## config.mk

```make
export PLATFORM = sky130hd
export DESIGN_NAME = code_conv_pipe
export DESIGN_NICKNAME = d
export VERILOG_FILES = /design/src/rtl/code_conv_pipe.sv
export SDC_FILE = /design/constraint.sdc
export NUM_CORES = 1
export LEC_CHECK = 0
export CAP_MARGIN = 20
export CORE_MARGIN = 3
export CORE_UTILIZATION = 31
export DETAILED_ROUTE_END_ITERATION = 8
export PLACE_DENSITY = 0.63
export SYNTH_ARGS = -nofsm -noshare
export SYNTH_HDL_FRONTEND = slang
export SYNTH_SLANG_ARGS = --single-unit
```

## constraint.sdc

```tcl
create_clock -name clk -period 3.7 [get_ports clk]
set_input_delay 0.925 -clock clk [delete_from_list [all_inputs] [get_ports clk]]
set_output_delay 0.925 -clock clk [all_outputs]
set_load 0.01 [all_outputs]
```

## src/rtl/code_conv_pipe.sv

```systemverilog
// Two-stage valid/ready pipeline converting between binary and Gray code.
// S1 registers the operand, S2 registers the converted result.
module code_conv_pipe #(
  parameter int WIDTH = 4
) (
  input  logic             clk,
  input  logic             rst_n,
  input  logic             in_valid,
  output logic             in_ready,
  input  logic [WIDTH-1:0] in_data,
  input  logic [1:0]       in_mode,
  output logic             out_valid,
  input  logic             out_ready,
  output logic [WIDTH-1:0] out_data,
  output logic [1:0]       out_mode
);

  localparam logic [1:0] MODE_B2G  = 2'b00;
  localparam logic [1:0] MODE_G2B  = 2'b01;
  localparam logic [1:0] MODE_PASS = 2'b10;

  function automatic logic [WIDTH-1:0] bin2gray(input logic [WIDTH-1:0] b);
    return b ^ (b >> 1);
  endfunction

  function automatic logic [WIDTH-1:0] gray2bin(input logic [WIDTH-1:0] g);
    logic [WIDTH-1:0] b;
    b[WIDTH-1] = g[WIDTH-1];
    for (int i = WIDTH - 2; i >= 0; i--) begin
      b[i] = b[i+1] ^ g[i];
    end
    return b;
  endfunction

  logic             s1_valid;
  logic [WIDTH-1:0] s1_data;
  logic [1:0]       s1_mode;
  logic             s2_valid;
  logic [WIDTH-1:0] s2_data;
  logic [1:0]       s2_mode;
  logic             s1_load;
  logic             s2_load;
  logic [WIDTH-1:0] result;

  // S2 takes whatever S1 holds (possibly a bubble) whenever it can drain.
  assign s2_load  = !s2_valid || out_ready;
  assign s1_load  = !s1_valid || s2_load;
  assign in_ready = rst_n && s1_load;

  always_comb begin
    result = s1_data;
    case (s1_mode)
      MODE_B2G:  result = bin2gray(s1_data);
      MODE_G2B:  result = gray2bin(s1_data);
      MODE_PASS: result = s1_data;
      default:   result = bin2gray(gray2bin(s1_data) + {{(WIDTH-1){1'b0}}, 1'b1});
    endcase
  end

  always_ff @(posedge clk or negedge rst_n) begin
    if (!rst_n) begin
      s1_valid <= 1'b0;
      s1_data  <= '0;
      s1_mode  <= 2'b00;
    end else if (s1_load) begin
      s1_valid <= in_valid;
      if (in_valid) begin
        s1_data <= in_data;
        s1_mode <= in_mode;
      end
    end
  end

  always_ff @(posedge clk or negedge rst_n) begin
    if (!rst_n) begin
      s2_valid <= 1'b0;
      s2_data  <= '0;
      s2_mode  <= 2'b00;
    end else if (s2_load) begin
      s2_valid <= s1_valid;
      if (s1_valid) begin
        s2_data <= result;
        s2_mode <= s1_mode;
      end
    end
  end

  assign out_valid = s2_valid;
  assign out_data  = s2_data;
  assign out_mode  = s2_mode;

endmodule

```

==> flow_metrics.py <==
metrics = {
    "outcome": {
        "status": "finished clean",
    },
    "logic_synthesis": {
        "synth_top_cell_by_area": "dfrtp_1",
        "synth_top_area_share_pct": 46.74,
        "synthTopCellsByArea": "dfrtp_1, mux2_2, xnor2_1",
        "synth_warnings": 0,
        "ys_seq_area_share_pct": 46.74,
        "yosys_register_bits": 14,
        "netlist_instances": 68,
        "syn_nets": 79,
        "synthFlopType": "dfrtp_1",
        "ys_types": 23,
        "synth_common_cells": "dfrtp_1, mux2_2, xnor2_1",
        "avgSynthCellArea_um2": 11.02,
        "synth_edf_count": 0,
        "synth.most_common_cell": "dfrtp_1",
        "synthArstFlopShare_pct": 100.0,
        "netlist_area_um2": 749.5,
    },
    "clocking": {
        "cts_resized": 0,
        "postCtsHoldBufs": 0,
        "cts_sinks": 14,
        "postCtsSetupBuffers": 0,
        "htreeDepth": 1,
        "cts_root_buf": "clkbuf_4",
        "clockBufferDepth": 2,
        "clock_latency_ps": 270,
        "cts_buffers": 3,
        "clkSlewWorstSetupHoldPaths_ps": 80,
        "tritoncts": "built",
    },
    "hold_path": {
        "holdPathStages": 2,
        "hold_class": "flip-flop to flip-flop",
        "hold_start": "out_data[3]",
        "hold_end": "out_data[3]",
    },
    "die": {
        "initial_core_util_pct": 33.24,
        "pin_count": 18,
        "die_h_um": 55.17,
        "die_area_mm2": 0.003044,
        "core_area_mm2": 0.002255,
        "placement_rows": 17,
        "chipWidth_um": 55.17,
    },
    "job": {
        "cap_violations": 0,
    },
    "power": {
        "ir_drop_uv": 215.3,
        "power_density_mw_per_mm2": 518.2,
        "p_leak_nw": 0.3962,
    },
    "routing": {
        "vias": 548,
        "drt_iter0_markers": 5,
        "drc": 0,
        "postRouteAntennaNets": 0,
        "drtPass1Iterations": 2,
        "routed_via_density": 4.765,
        "totalWireLength_um": 1302,
        "wl_per_cell_um": 11.32,
    },
    "grt": {
        "first_global_vias": 511,
        "grt_usage_pct": 10.51,
        "overflow": 0,
        "grt_max_degree": 15,
        "antenna_found_initial": 0,
        "grt_pass1_wl_um": 2152,
    },
    "worst_setup_path": {
        "crit_top_cell": "clkdlybuf4s50_1",
        "slowest_delay_ps": 530,
        "path_max_fanout": 3,
        "reg2reg_depth": 6,
        "startpoint": "out_ready",
        "crit_chain": "clkdlybuf4s50_1 -> nand3b_1 -> and2_1 -> clkdlybuf4s50_1",
        "r2r_end": "out_data[2]",
        "required_ps": 2770,
        "cp-start-kind": "input port",
        "timing.rr.start": "s1_data[3]",
        "critPathSlowestCell": "clkdlybuf4s50_1",
        "arrival_ps": 2200,
        "end_kind": "output pin",
        "crit_type": "input port to output pin",
        "rrSetupSlack_ps": 1960,
    },
    "timing": {
        "hold_viol_final": 0,
        "tns_ps": 0,
        "worst_pin_slew_ps": 293.1,
        "setup_violations": 0,
        "final_max_slew_viol_count": 0,
        "fin_crit_ps": 3126,
        "slew_headroom_pct": 80.46,
        "max_freq_mhz": 319.9,
        "fin_crit_sh_pct": 84.48,
        "finClkSkew_ps": 1.212,
        "grt_setup_unrepaired": "no",
    },
    "place": {
        "io_buffers": 17,
        "dp_hpwl_um": 1037,
        "place.gp.congestion": 0.7242,
        "post_dp_cell_area_um2": 932.1,
    },
    "layout": {
        "drive_gt1_share_pct": 13.79,
        "layout.nets": 99,
        "area_growth_pct": 29.22,
        "num_antenna_cells": 0,
        "design_area_um2": 968.4,
    },
}
-- per-layer routing --
layer  track usage, %  wire length (µm)
met1            12.27               573
met2            16.34               613
met3            3.217                71
met4            7.287                44
met5                0                 0
-- worst max path at each step --
stage,endpoint,cells after the start
3_3_place_gp,in_ready,4
6_report,in_ready,4
4_1_cts,in_ready,4
2_1_floorplan,in_ready,2
5_1_grt,in_ready,4
3_5_place_dp,in_ready,4
-- metrics by stage --
stage	instances	total power [mW]	util (%)	hold WS, ps	worst slack [ps]
6_report	115	0.5019	42.95	490.0	574.1
5_1_grt	115	0.5384	42.95	515.8	503.5
4_1_cts	115	0.5093	42.95	498.3	562.1
3_5_place_dp	111	0.4014	41.34	479.4	582.6
3_3_place_gp	111	0.3964	41.34	467.0	592.0
2_1_floorplan	68	0.3324	-	471.1	1494
-- placed cells by master (no fill, tap or decap) --
master | synthesis | layout
a21bo_2 | 1 | 1
a31oi_1 | 2 | 2
and2_1 | 2 | 2
buf_4 | 1 | 1
clkbuf_4 | 0 | 3
clkbuf_8 | 0 | 1
clkdlybuf4s50_1 | 0 | 17
dfrtp_1 | 14 | 14
ha_1 | 1 | 1
inv_1 | 2 | 2
mux2_1 | 2 | 2
mux2_2 | 6 | 6
mux2i_1 | 2 | 2
nand2_1 | 4 | 4
nand2b_1 | 4 | 4
nand3_1 | 2 | 2
nand3b_1 | 2 | 2
nand4_1 | 1 | 1
nor2_1 | 3 | 3
nor2b_1 | 2 | 2
o2111ai_1 | 1 | 1
o21ai_0 | 3 | 3
o21ai_1 | 3 | 3
xnor2_1 | 5 | 5
xor2_1 | 3 | 3
-- flip-flops by register name, indices dropped and copies added (netlist names) --
name and cells:
s1_valid 1, out_mode 2, out_data 4, s1_data 4, out_valid 1, s1_mode 2
-- where the power goes --
part	switching, mW	internal [mW]	total [mW]
Clock	0.0471	0.0599	0.107
Combinational	0.0736	0.107	0.180
Sequential	0.0299	0.185	0.215
-- cells by family after synthesis --
family	after synthesis	synth area share, %
buffers and inverters	5	5.009
DFF	14	46.75
xor gates and xnor gates	8	9.349
and+or+nand+nor	20	14.36
AOI/OAI and AO/OA	10	8.179
muxes	10	14.69
adders and majority gates	1	1.669
-- area by class of cell --
type | count | area [µm²]
inverter | 2 | 7.507
tap | 28 | 35.03
fill | 215 | 1286
sequential | 14 | 350.3
multi-input combinational | 49 | 361.6
timing repair buffer | 18 | 177.7
clock buffer | 4 | 36.28
-- critical path, delay by kind of cell --
| kind | cells | cell delay, ps |
|---|---|---|
| buffers and inverters | 2 | 990 |
| AND/OR/NAND/NOR | 2 | 280 |
Note: power is estimated with default switching activity, not from simulation.
